===== config.mk =====
export PLATFORM = sky130hd
export DESIGN_NAME = gnss_acq_scheduler
export DESIGN_NICKNAME = d
export VERILOG_FILES = /design/src/rtl/common_gnss_types_pkg.sv /design/src/rtl/gnss_mag_abs.sv /design/src/rtl/gnss_acq_scheduler.sv
export SDC_FILE = /design/constraint.sdc
export NUM_CORES = 1
export LEC_CHECK = 0
export CELL_PAD_IN_SITES_DETAIL_PLACEMENT = 1
export CELL_PAD_IN_SITES_GLOBAL_PLACEMENT = 1
export CORE_AREA = 5 5 167 169
export CTS_CLUSTER_SIZE = 10
export DETAILED_ROUTE_END_ITERATION = 10
export DIE_AREA = 0 0 172 174
export PLACE_DENSITY_LB_ADDON = 0.1
export REMOVE_ABC_BUFFERS = 1
export SKIP_CTS_REPAIR_TIMING = 1
export SLEW_MARGIN = 25
export SYNTH_ARGS = -nofsm -noshare
export SYNTH_HDL_FRONTEND = slang
export SYNTH_HIERARCHICAL = 1
export SYNTH_SLANG_ARGS = --single-unit

===== constraint.sdc =====
create_clock -name clk -period 5.3 [get_ports clk]
set_input_delay 1.06 -clock clk [delete_from_list [all_inputs] [get_ports clk]]
set_output_delay 1.06 -clock clk [all_outputs]
set_load 0.005 [all_outputs]

===== src/rtl/common_gnss_types_pkg.sv =====
// common_gnss_types_pkg: shared GNSS receiver types, widths and the acquisition FSM state encoding.
package common_gnss_types_pkg;
    localparam int ACC_W  = 16;
    localparam int MAX_SV = 32;
    typedef logic [$clog2(MAX_SV+1)-1:0] sv_t;
    typedef logic [9:0]                  gps_chip_t;
    typedef logic signed [ACC_W-1:0]     acc_t;
    typedef logic [ACC_W:0]              mag_t;
    typedef logic signed [15:0]          doppler_hz_t;
    typedef enum logic [2:0] {S_IDLE, S_ISSUE, S_WAIT, S_ACCUM, S_REPORT, S_DONE} acq_state_t;
    // Sign-extend before negating so the most negative accumulator value maps to its true magnitude.
    function automatic mag_t abs_acc(input acc_t x);
        return x[ACC_W-1] ? mag_t'(-{x[ACC_W-1], x}) : mag_t'(x);
    endfunction
endpackage


===== src/rtl/gnss_mag_abs.sv =====
// gnss_mag_abs: combinational non-coherent magnitude |I|+|Q|, one bit wider than the accumulators.
import common_gnss_types_pkg::*;
module gnss_mag_abs (
    input  acc_t i,
    input  acc_t q,
    output mag_t mag
);
    assign mag = abs_acc(i) + abs_acc(q);
endmodule


===== src/rtl/gnss_acq_scheduler.sv =====
// gnss_acq_scheduler: cold-start acquisition sequencer driving one shared correlator over SV x Doppler x chip.
// Define ACQ_EARLY_EXIT_EN to abandon an SV as soon as a point exceeds the threshold.
import common_gnss_types_pkg::*;
module gnss_acq_scheduler #(
    parameter int NUM_BINS        = 21,
    parameter int DOPPLER_MIN_HZ  = -5000,
    parameter int DOPPLER_STEP_HZ = 500,
    parameter int NUM_CHIPS       = 1023
) (
    input  logic        clk,
    input  logic        rst,
    input  logic        start,
    input  logic        abort,
    input  sv_t         sv_first,
    input  sv_t         sv_last,
    input  mag_t        threshold,
    output logic        req_valid,
    input  logic        req_ready,
    output sv_t         req_sv,
    output gps_chip_t   req_chip,
    output doppler_hz_t req_doppler_hz,
    input  logic        corr_valid,
    input  acc_t        corr_i,
    input  acc_t        corr_q,
    output logic        det_valid,
    input  logic        det_ready,
    output sv_t         det_sv,
    output gps_chip_t   det_chip,
    output logic [4:0]  det_bin,
    output mag_t        det_peak,
    output logic        busy,
    output logic        done
);
    localparam gps_chip_t   CHIP_LAST = gps_chip_t'(NUM_CHIPS - 1);
    localparam logic [4:0]  BIN_LAST  = 5'(NUM_BINS - 1);
    localparam doppler_hz_t DOP_MIN   = doppler_hz_t'(DOPPLER_MIN_HZ);
    localparam doppler_hz_t DOP_STEP  = doppler_hz_t'(DOPPLER_STEP_HZ);

    acq_state_t  state_q, state_d;
    sv_t         sv_q, sv_d, sv_last_q, sv_last_d, det_sv_q, det_sv_d;
    mag_t        thr_q, thr_d, peak_q, peak_d, det_peak_q, det_peak_d, mag;
    gps_chip_t   chip_q, chip_d, pk_chip_q, pk_chip_d, det_chip_q, det_chip_d;
    logic [4:0]  bin_q, bin_d, pk_bin_q, pk_bin_d, det_bin_q, det_bin_d;
    doppler_hz_t dop_q, dop_d;
    acc_t        ci_q, ci_d, cq_q, cq_d;
    logic        hit_q, hit_d, req_valid_q, req_valid_d, det_valid_q, det_valid_d;
    logic        done_q, done_d, busy_q, busy_d, enter, sv_end;

    gnss_mag_abs u_mag (.i(ci_q), .q(cq_q), .mag(mag));

    always_comb begin
        state_d     = state_q;
        sv_d        = sv_q;
        sv_last_d   = sv_last_q;
        thr_d       = thr_q;
        chip_d      = chip_q;
        bin_d       = bin_q;
        dop_d       = dop_q;
        peak_d      = peak_q;
        pk_chip_d   = pk_chip_q;
        pk_bin_d    = pk_bin_q;
        hit_d       = hit_q;
        ci_d        = ci_q;
        cq_d        = cq_q;
        req_valid_d = req_valid_q;
        det_valid_d = det_valid_q;
        det_sv_d    = det_sv_q;
        det_chip_d  = det_chip_q;
        det_bin_d   = det_bin_q;
        det_peak_d  = det_peak_q;
        done_d      = 1'b0;
        enter       = 1'b0;
        sv_end      = 1'b0;
        case (state_q)
            S_IDLE: if (start) begin
                sv_d        = sv_first;
                sv_last_d   = sv_last;
                thr_d       = threshold;
                enter       = 1'b1;
                state_d     = (sv_first > sv_last) ? S_DONE : S_ISSUE;
                done_d      = sv_first > sv_last;
                req_valid_d = sv_first <= sv_last;
            end
            S_ISSUE: if (req_ready) begin
                state_d     = S_WAIT;
                req_valid_d = 1'b0;
            end
            S_WAIT: if (corr_valid) begin
                ci_d    = corr_i;
                cq_d    = corr_q;
                state_d = S_ACCUM;
            end
            S_ACCUM: begin
                if (mag > peak_q) begin
                    peak_d    = mag;
                    pk_chip_d = chip_q;
                    pk_bin_d  = bin_q;
                    hit_d     = 1'b1;
                end
                chip_d = (chip_q == CHIP_LAST) ? '0 : chip_q + 10'd1;
                bin_d  = (chip_q == CHIP_LAST) ? bin_q + 5'd1 : bin_q;
                dop_d  = (chip_q == CHIP_LAST) ? dop_q + DOP_STEP : dop_q;
`ifdef ACQ_EARLY_EXIT_EN
                sv_end = ((chip_q == CHIP_LAST) && (bin_q == BIN_LAST)) || (mag > thr_q);
`else
                sv_end = (chip_q == CHIP_LAST) && (bin_q == BIN_LAST);
`endif
                state_d     = sv_end ? S_REPORT : S_ISSUE;
                req_valid_d = !sv_end;
                det_valid_d = sv_end && hit_d && (peak_d > thr_q);
                det_sv_d    = sv_end ? sv_q : det_sv_q;
                det_chip_d  = sv_end ? pk_chip_d : det_chip_q;
                det_bin_d   = sv_end ? pk_bin_d : det_bin_q;
                det_peak_d  = sv_end ? peak_d : det_peak_q;
            end
            S_REPORT: if (!det_valid_q || det_ready) begin
                det_valid_d = 1'b0;
                state_d     = (sv_q == sv_last_q) ? S_DONE : S_ISSUE;
                done_d      = sv_q == sv_last_q;
                req_valid_d = sv_q != sv_last_q;
                sv_d        = (sv_q == sv_last_q) ? sv_q : sv_q + 6'd1;
                enter       = sv_q != sv_last_q;
            end
            S_DONE:  state_d = S_IDLE;
            default: state_d = S_IDLE;
        endcase
        if (enter) begin
            chip_d    = '0;
            bin_d     = '0;
            dop_d     = DOP_MIN;
            peak_d    = '0;
            pk_chip_d = '0;
            pk_bin_d  = '0;
            hit_d     = 1'b0;
        end
        // Abort discards any outstanding result: WAIT is left, so a late strobe lands in IDLE.
        if (abort) begin
            state_d     = S_IDLE;
            req_valid_d = 1'b0;
            det_valid_d = 1'b0;
            done_d      = 1'b0;
            chip_d      = '0;
            bin_d       = '0;
            dop_d       = '0;
            peak_d      = '0;
            pk_chip_d   = '0;
            pk_bin_d    = '0;
            hit_d       = 1'b0;
        end
        busy_d = state_d != S_IDLE;
    end

    always_ff @(posedge clk or posedge rst) begin
        if (rst) begin
            state_q     <= S_IDLE;
            sv_q        <= '0;
            sv_last_q   <= '0;
            thr_q       <= '0;
            chip_q      <= '0;
            bin_q       <= '0;
            dop_q       <= '0;
            peak_q      <= '0;
            pk_chip_q   <= '0;
            pk_bin_q    <= '0;
            hit_q       <= 1'b0;
            ci_q        <= '0;
            cq_q        <= '0;
            req_valid_q <= 1'b0;
            det_valid_q <= 1'b0;
            det_sv_q    <= '0;
            det_chip_q  <= '0;
            det_bin_q   <= '0;
            det_peak_q  <= '0;
            done_q      <= 1'b0;
            busy_q      <= 1'b0;
        end else begin
            state_q     <= state_d;
            sv_q        <= sv_d;
            sv_last_q   <= sv_last_d;
            thr_q       <= thr_d;
            chip_q      <= chip_d;
            bin_q       <= bin_d;
            dop_q       <= dop_d;
            peak_q      <= peak_d;
            pk_chip_q   <= pk_chip_d;
            pk_bin_q    <= pk_bin_d;
            hit_q       <= hit_d;
            ci_q        <= ci_d;
            cq_q        <= cq_d;
            req_valid_q <= req_valid_d;
            det_valid_q <= det_valid_d;
            det_sv_q    <= det_sv_d;
            det_chip_q  <= det_chip_d;
            det_bin_q   <= det_bin_d;
            det_peak_q  <= det_peak_d;
            done_q      <= done_d;
            busy_q      <= busy_d;
        end
    end

    assign req_valid      = req_valid_q;
    assign req_sv         = sv_q;
    assign req_chip       = chip_q;
    assign req_doppler_hz = dop_q;
    assign det_valid      = det_valid_q;
    assign det_sv         = det_sv_q;
    assign det_chip       = det_chip_q;
    assign det_bin        = det_bin_q;
    assign det_peak       = det_peak_q;
    assign busy           = busy_q;
    assign done           = done_q;
endmodule


**After elaboration in Yosys (flattened, before gate mapping)**

Cells that the tools add are included.

- Add/sub/neg operators: 7
- Order comparisons: 4
- Equality and inequality tests: 14
- Mux-type cells: 60
- Reduce and logical (&&, ||, !) cells: 20

Operators with widths:

| cell | number |
|---|---|
| $mux W17 | 7 |
| $mux W10 | 8 |
| $mux W16 | 4 |
| $mux W5 | 8 |
| $gt A17 B17 Y1 | 2 |
| $neg A17 Y17 | 2 |
| $mux W3 | 8 |
| $mux W6 | 3 |
| $add A17 B17 Y17 | 1 |
| $add A16 B10 Y16 const B | 1 |
| $mux W1 | 16 |
| $pmux W3 S5 | 1 |
| $pmux W6 S2 | 1 |
| $reduce_bool A3 Y1 | 4 |
| $add A10 B1 Y10 const B | 1 |
| $eq A10 B10 Y1 const B | 1 |
| $reduce_and A2 Y1 | 5 |
| $ne A3 B3 Y1 const B | 3 |
| $reduce_and A4 Y1 | 2 |
| $add A6 B1 Y6 const B | 1 |
| $eq A3 B2 Y1 const B | 2 |
| $eq A6 B6 Y1 | 1 |
| $gt A6 B6 Y1 | 1 |
| $le A6 B6 Y1 | 1 |
| other kinds (14) | 21 |

- Bits in registers: 170
- Bits of input ports: 68
- Output and inout port bits: 74
- Word-level logic and storage cells: 126

**Logic depth before layout (Yosys ltp)**

Gate-level depths: netlist (run 1).

- Depth after elaboration: 10
- Depth in mapped cells: 29
- Gate-level depth less buffers: 26

**By module**

Netlist (run 1), hierarchy kept.

By module, submodules not included:

| module | times used | cells each | area each (um2) | seq. area each (um2) |
|---|---|---|---|---|
| gnss_acq_scheduler | 1 | 842 | 8577.0 | 4204.0 |
| gnss_mag_abs | 1 | 196 | 1408.9 | 0.0 |

**Worst setup path before layout (run 1)**

OpenSTA, ideal clock, no wires.

- Kind: register -> register
- From: register ci_q[7]
- To: register det_valid_q, in the netlist det_valid
- Library setup time: 0.125 ns
- Arrival time: 5.594 ns
- Data required time: 5.175 ns
- Slack: -0.419 ns
- Stages on the path, launching flop included: 25
- Buffers on the path: 2
- Clock period less this slack: 5.719 ns
- Cell sequence: dfrtp_1 or4_4 or2_4 o31ai_4 xnor2_1 ha_1 a21oi_1 nor2b_1 a2111oi_0 o21ai_0 a31o_2 ha_1 and4_1 a221o_1 a22o_1 buf_6 buf_6 mux2_4 ha_1 a21o_1 a21oi_1 o21ai_0 a221o_1 o21ai_0 a21oi_1

- Cells in the longest elaborated chain, start to end: 10
- Elaborated cells between the ends (all ways): 13
- Classes of those cells: 2 x add/sub; 2 x order compare; 7 x mux; 2 x reduce/logical

Ends and longest elaborated chain:

| item | line | text |
|---|---|---|
| start: declaration | gnss_acq_scheduler.sv:45 | `acc_t ci_q, ci_d, cq_q, cq_d;` |
| start signal: assignment | gnss_acq_scheduler.sv:188 | `ci_q <= ci_d;` |
| $neg A17 Y17 | common_gnss_types_pkg.sv:13 | `return x[ACC_W-1] ? mag_t'(-{x[ACC_W-1], x}) : mag_t'(x);` |
| $mux W17 (*) | common_gnss_types_pkg.sv:13 |  |
| $add A17 B17 Y17 (*) | gnss_mag_abs.sv:8 | `assign mag = abs_acc(i) + abs_acc(q);` |
| net mag[16] | gnss_acq_scheduler.sv:41 | `mag_t thr_q, thr_d, peak_q, peak_d, det_peak_q, det_peak_d, mag;` |
| $gt A17 B17 Y1 | gnss_acq_scheduler.sv:94 | `if (mag > peak_q) begin` |
| $mux W17 / $mux W1 (equally long branches) | gnss_acq_scheduler.sv:94 |  |
| $mux W17 / $mux W1 (equally long branches) | gnss_acq_scheduler.sv:74 | `case (state_q)` |
| $gt A17 B17 Y1 / $logic_and A1 B1 Y1 (equally long branches) | gnss_acq_scheduler.sv:110 | `det_valid_d = sv_end && hit_d && (peak_d > thr_q);` |
| $logic_and A1 B1 Y1 (*) | gnss_acq_scheduler.sv:110 |  |
| $pmux W1 S2 (*) | gnss_acq_scheduler.sv:74 |  |
| $mux W1 (*) | gnss_acq_scheduler.sv:137 | `if (abort) begin` |
| end signal: assignment | gnss_acq_scheduler.sv:191 | `det_valid_q <= det_valid_d;` |
| end: declaration | gnss_acq_scheduler.sv:46 | `logic hit_q, hit_d, req_valid_q, req_valid_d, det_valid_q, det_valid_d;` |

Mark *: on every way through the listed nets, which the timed path passes. The rest lies on a longest branch. The select of a mux whose other input is x is not followed.
A chain may end at the register's enable or synchronous reset.

**Final worst setup path (run 1)**

- From: register cq_q[3]
- To: register det_valid_q, in the netlist det_valid

- Cells in the longest elaborated chain, start to end: 10
- Elaborated cells between the ends (all ways): 13
- Classes of those cells: 2 x add/sub; 2 x order compare; 7 x mux; 2 x reduce/logical

Ends and longest elaborated chain:

| item | line | text |
|---|---|---|
| start: declaration | gnss_acq_scheduler.sv:45 |  |
| start signal: assignment | gnss_acq_scheduler.sv:189 | `cq_q <= cq_d;` |
| $neg A17 Y17 | common_gnss_types_pkg.sv:13 |  |
| $mux W17 (*) | common_gnss_types_pkg.sv:13 |  |
| $add A17 B17 Y17 (*) | gnss_mag_abs.sv:8 |  |
| net mag[16] | gnss_acq_scheduler.sv:41 |  |
| $gt A17 B17 Y1 | gnss_acq_scheduler.sv:94 |  |
| $mux W17 / $mux W1 (equally long branches) | gnss_acq_scheduler.sv:94 |  |
| $mux W17 / $mux W1 (equally long branches) | gnss_acq_scheduler.sv:74 |  |
| $gt A17 B17 Y1 / $logic_and A1 B1 Y1 (equally long branches) | gnss_acq_scheduler.sv:110 |  |
| $logic_and A1 B1 Y1 (*) | gnss_acq_scheduler.sv:110 |  |
| $pmux W1 S2 (*) | gnss_acq_scheduler.sv:74 |  |
| $mux W1 (*) | gnss_acq_scheduler.sv:137 |  |

Marked as above.

==> results of run 1 <==
stage by stage:
step                      instance area (um2)  utilization, %  setup TNS, ps  setup WS, ps
after floorplan                          9720               -         -57640         -1320
after global placement                  12500            47.2           -517          -517
after detailed placement                12500            47.2           -675          -675
after CTS                               13100            49.4           -725          -725
after global routing                    13500            50.9          -6520          -936
final                                   13500            50.9           -598          -598
worst max path at each step:
stage | from | slack, ps | endpoint | cells after the start
finish | cq_q[3]$_DFFE_PP0P_ | -600 | det_valid$_DFFE_PP0P_ | 23
global route | cq_q[3]$_DFFE_PP0P_ | -940 | det_valid$_DFFE_PP0P_ | 23
CTS | ci_q[5]$_DFFE_PP0P_ | -720 | det_valid$_DFFE_PP0P_ | 24
detailed placement | cq_q[3]$_DFFE_PP0P_ | -670 | det_valid$_DFFE_PP0P_ | 25
global placement | cq_q[3]$_DFFE_PP0P_ | -520 | det_valid$_DFFE_PP0P_ | 23
floorplan | ci_q[7]$_DFFE_PP0P_ | -1320 | det_valid$_DFFE_PP0P_ | 23
routing by layer:
metal  global-route usage, %  vias up
met5                       0        -
met4                    4.72        0
met3                    2.39       29
met2                    31.2      160
met1                    27.2     4245
li1                        -     4136
state kept, by name (all words and copies together) (netlist names), 3 cells and up:
name and flops:
peak_q 17, cq_q 16, state_q 3, thr_q 17
det_peak 17, det_chip 10, ci_q 16, det_sv 6
req_sv 6, req_chip 10, pk_bin_q 5, det_bin 5
pk_chip_q 10, req_doppler_hz 14, sv_last_q 6, bin_q 5
logic make-up after synthesis:
logic type / Yosys count
compound gates: 246
xor+xnor: 65
fa+ha+maj: 65
buf+inv: 111
flops: 168
mux: 75
other cells: 1
simple gates: 307
synthesized netlist by cell type, drive strengths merged (9+ instances only):
| master | instances |
|---|---|
| a21o | 11 |
| xor2 | 32 |
| or2 | 9 |
| xnor2 | 33 |
| clkbuf | 31 |
| o31ai | 9 |
| o21ai | 96 |
| ha | 64 |
| nand4 | 12 |
| dfrtp | 168 |
| a21oi | 81 |
| nand3 | 60 |
| buf | 22 |
| nor2 | 43 |
| inv | 58 |
| nor3 | 15 |
| mux2 | 71 |
| nand2 | 114 |
critical path, cell delays in order (launching register included):
cell	delay, ps
dfrtp_1	380
or3_4	420
nor4_4	280
inv_1	100
o41ai_2	330
xnor2_1	180
ha_2	370
nand2_2	130
o211ai_1	140
a2111oi_1	360
o21ai_1	130
a31o_2	300
ha_4	270
and4_4	230
nand4_1	220
buf_4	220
a22oi_2	240
mux2_2	410
ha_1	310
a21oi_1	150
o21ai_1	110
a221o_1	310
o21ai_1	130
a21oi_1	50
area by class of cell:
type / count / area share, %
Clock buffer: 17 / 3.16
Clock inverter: 15 / 1.15
Inverter: 58 / 1.65
Multi-Input combinational cell: 761 / 41.6
Sequential cell: 168 / 31.2
Tap cell: 341 / 3.17
Timing Repair Buffer: 270 / 18.0
==> flow_summary.yaml, run 1 <==
sta:
  finalCritPeriodShare_pct: 111
  fin_ws_ps: -598
  rsz0062_at_grt: "true"
  slew_headroom_pct: 33.7
  min_period_ps: 5900
  clock_skew_ps: 15.5
  setup_viol: 1
  hold_viol: 0
  fmax_mhz: 170
  hold_ws_ps: 468
  tightest_slew_ps: 995
  slew_violations: 0
cells_and_area:
  fillCellCount: 2951
  area_growth_pct: 34.8
  multi_input_area_um2: 5600
  final_common_cell: "dfrtp_1"
  final_cell_mix: "dfrtp_1 (168), clkdlybuf4s50_1 (139), buf_4 (126)"
  fin_cells: 1630
  drive_gt1_share_pct: 23.5
  nets: 1409
  insertedDiodeCount: 0
  seqCellArea_um2: 4200
worst_setup_path:
  critPathCaptureType: "flip-flop"
  critPathKind: "reg -> reg"
  r2r_cells: 23
  reg2reg_slack_ps: -600
  required_ps: 5610
  worst_ep_arrival_time_ps: 6210
  path_max_fanout: 6
  worstReg2RegStart: "cq_q[3]$_DFFE_PP0P_"
  cp-start-kind: "flip-flop"
  timing.rr.end: "det_valid$_DFFE_PP0P_"
detailed_routing:
  dr_wl_met2_mm: 13.7
  ant_nets: 0
  drt-met1-wl_mm: 14.0
  vias: 8570
  drc: 0
  drt_iter0_drc: 423
  routed.top_layer: "met4"
  wl_per_cell_um: 17.9
  first_pass_iters: 5
  wl_met3_mm: 1.18
  vias_per_cell: 5.26
  drt-total-wl_mm: 29.2
clocking:
  cts_buffers: 17
  clk_latency_ps: 440
  cts_tree: "done"
  clock_sinks: 168
  h-tree-depth: 4
  clk_path_buf_depth: 2
  clkTransAtPathRegs_ps: 80
  cts_root_buf: "clkbuf_16"
grt:
  grt_pass1_wl_mm: 47.0
  antenna_found_initial: 0
  grt_pass1_vias: 9094
  grt_max_degree: 96
  grt-ovfl-total: 0
  track_usage_pct: 19.2
synth:
  synthArstFlopShare_pct: 100
  avgSynthCellArea_um2: 9.62
  synth.cell_area_um2: 9990
  yosys-top-cells-area: "dfrtp_1 (42%), ha_1 (8.0%), mux2_2 (7.2%)"
  synth_edf_count: 0
  synth-simple-area-share_pct: 15.6
  synth_xor_area_share_pct: 5.70
  synth_compound_area_share_pct: 14.8
  yosysUniqueCellTypes: 79
  synth_cells: 1038
  synth_warnings: 6
  synth_area_leader_cell: "dfrtp_1"
  yosys.area_share.adder_pct: 8.22
  synth_mux_area_share_pct: 8.67
  synth.top_cell.area_share_pct: 42.1
  synth_top_family_by_area: "simple AND/OR/NAND/NOR gates"
  synth_ff_type: "dfrtp_1"
  synth-seq-cells: 168
  yosysSeqAreaShare_pct: 42.1
floorplan:
  core-area_um2: 26400
  die_h_um: 174
  rows: 60
  fp.dieArea_um2: 29900
  die_w_um: 172
  start_util_pct: 37.8
  io_pins: 142
hold_path:
  hp-class: "reg -> reg"
  holdPathEnd: "det_sv[0]$_DFFE_PP0P_"
  holdPathStages: 2
  hold_start: "det_sv[0]$_DFFE_PP0P_"
placed_design:
  port_buffers: 139
  place_hpwl_mm: 20.8
  dp_cells: 1586
  gp_congestion: 0.829
outcome:
  violations: "negative setup slack"
  status: "finished with violations"
job:
  maxCapViolCount: 0
Power of run 1 is not shown: default switching activity piles up to over one toggle a cycle in this logic, so the estimate is an artifact.
==> inputs of run 2 (changes only) <==
Settings changed: GPL_TIMING_DRIVEN set to 0.
==> flow_summary.yaml, run 2 (synthesis results as in run 1) <==
worst_setup_path:
  r2r_cells: 25
  worstReg2RegStart: "cq_q[4]$_DFFE_PP0P_"
  critPathSlowestCell: "or3_4"
  timing.rr.end: "det_valid$_DFFE_PP0P_"
  required_ps: 5620
  startpoint: "cq_q[4]$_DFFE_PP0P_"
  critPathCaptureType: "flip-flop"
  critPathKind: "reg -> reg"
  path_buf_inv: 2
  worst_ep_arrival_time_ps: 6460
  cpLargestDelayFamily: "compound AO/OA/AOI/OAI gates"
  cp-start-kind: "flip-flop"
  path_common_cell: "ha_1"
  reg2reg_slack_ps: -840
  slowest_delay_ps: 410
  path_max_fanout: 13
grt:
  grt_pass1_vias: 8424
  grt_pass1_wl_mm: 44.8
  grt-ovfl-total: 0
  grt_max_degree: 94
  track_usage_pct: 18.4
  antenna_found_initial: 0
clocking:
  cts_buffers: 17
  h-tree-depth: 4
  clk_path_buf_depth: 2
  cts_tree: "done"
  clkTransAtPathRegs_ps: 80
  clk_latency_ps: 440
  clock_sinks: 168
  cts_root_buf: "clkbuf_16"
floorplan:
  start_util_pct: 37.8
  io_pins: 142
  rows: 60
  core-area_um2: 26400
  fp.dieArea_um2: 29900
  die_h_um: 174
  die_w_um: 172
sta:
  setup_viol: 1
  slew_headroom_pct: 36.1
  finalCritPeriodShare_pct: 116
  slew_violations: 0
  fin_ws_ps: -838
  fmax_mhz: 163
  rsz0062_at_grt: "true"
  clock_skew_ps: 15.2
  hold_ws_ps: 465
  hold_viol: 0
  tightest_slew_ps: 958
  min_period_ps: 6140
outcome:
  status: "finished with violations"
  violations: "negative setup slack"
placed_design:
  gp_congestion: 0.776
  port_buffers: 139
  place_hpwl_mm: 19.8
detailed_routing:
  vias: 8227
  drt_iter0_drc: 362
  first_pass_iters: 4
  drt-total-wl_mm: 28.8
  ant_nets: 0
  drc: 0
  vias_per_cell: 5.32
  wl_per_cell_um: 18.6
cells_and_area:
  insertedDiodeCount: 0
  drive_gt1_share_pct: 18.5
  nets: 1325
  area_growth_pct: 30.2
  final_common_cell: "dfrtp_1"
  final_cell_mix: "dfrtp_1 (166), clkdlybuf4s50_1 (139), nand2_1 (110)"
hold_path:
  hp-class: "reg -> reg"
  holdPathStages: 2
  hold_start: "det_chip[9]$_DFFE_PP0P_"
  holdPathEnd: "det_chip[9]$_DFFE_PP0P_"
job:
  maxCapViolCount: 0
## run 2: cell types whose count changed in the layout (fill, tap and decap cells not counted), moves of 3 or more
| cell | previous run | this run |
|---|---|---|
| bufinv_16 | 0 | 5 |
| clkinv_8 | 3 | 0 |
| buf_4 | 126 | 30 |
| buf_2 | 0 | 5 |
| buf_8 | 0 | 3 |
## run 2: how the worst max path moves through the flow
stage / endpoint / slack [ps] / depth (start not counted)
after floorplan: det_valid$_DFFE_PP0P_ / -1320 / 23
after global placement: pk_chip_q[1]$_DFFE_PP0P_ / -3140 / 2
after detailed placement: det_valid$_DFFE_PP0P_ / -1480 / 25
after CTS: det_valid$_DFFE_PP0P_ / -1540 / 25
after global routing: det_valid$_DFFE_PP0P_ / -1050 / 25
final: det_valid$_DFFE_PP0P_ / -840 / 25
## run 2: metal layers
| layer | global-route usage, % | vias up | wire [um] |
|---|---|---|---|
| met2 | 29.2 | 119 | 13600 |
| li1 | - | 3980 | - |
| met1 | 26.6 | 4104 | 13900 |
| met4 | 3.96 | 0 | 338 |
| met3 | 2.59 | 24 | 979 |
| met5 | 0 | - | 0 |
## run 2: cell type report
| cell class | instances | area (um2) |
|---|---|---|
| clock buffer | 18 | 429 |
| timing repair buffer | 187 | 1890 |
| inverter | 58 | 225 |
| fill | 2929 | 13400 |
| sequential | 168 | 4210 |
| multi-input combinational | 760 | 5590 |
| tap | 341 | 427 |
| clock inverter | 14 | 230 |
## run 2: stage by stage
stage / TNS (ps) / instance area (um2) / setup slack [ps] / utilization [%] / cells
detailed placement: -8430 / 11700 / -1480 / 44.4 / 1481
global placement: -672370 / 11500 / -3140 / 43.7 / 1466
global route: -3370 / 13000 / -1050 / 49.2 / 1546
CTS: -10240 / 12400 / -1540 / 46.9 / 1513
finish: -838 / 13000 / -838 / 49.2 / 1546
floorplan: -57640 / 9720 / -1320 / - / 986
## run 2: worst register-to-register path: stages, from the launching register on
cell and delay, ps:
dfrtp_1 400, or3_4 410, nor4_4 340, nand2_2 140, o31ai_4 240, xnor2_2 110
ha_1 350, a21oi_2 200, buf_4 150, nand2_2 50, o41ai_2 370, a41oi_2 80
xor2_1 280, ha_1 300, and4_4 200, a221o_1 370, a22o_4 320, buf_12 170
mux2_4 310, ha_1 300, a21o_1 200, a21oi_2 140, o21ai_1 80, a221o_1 310
o21ai_1 150, a21oi_1 50
Power of run 2 is left out for the same reason.
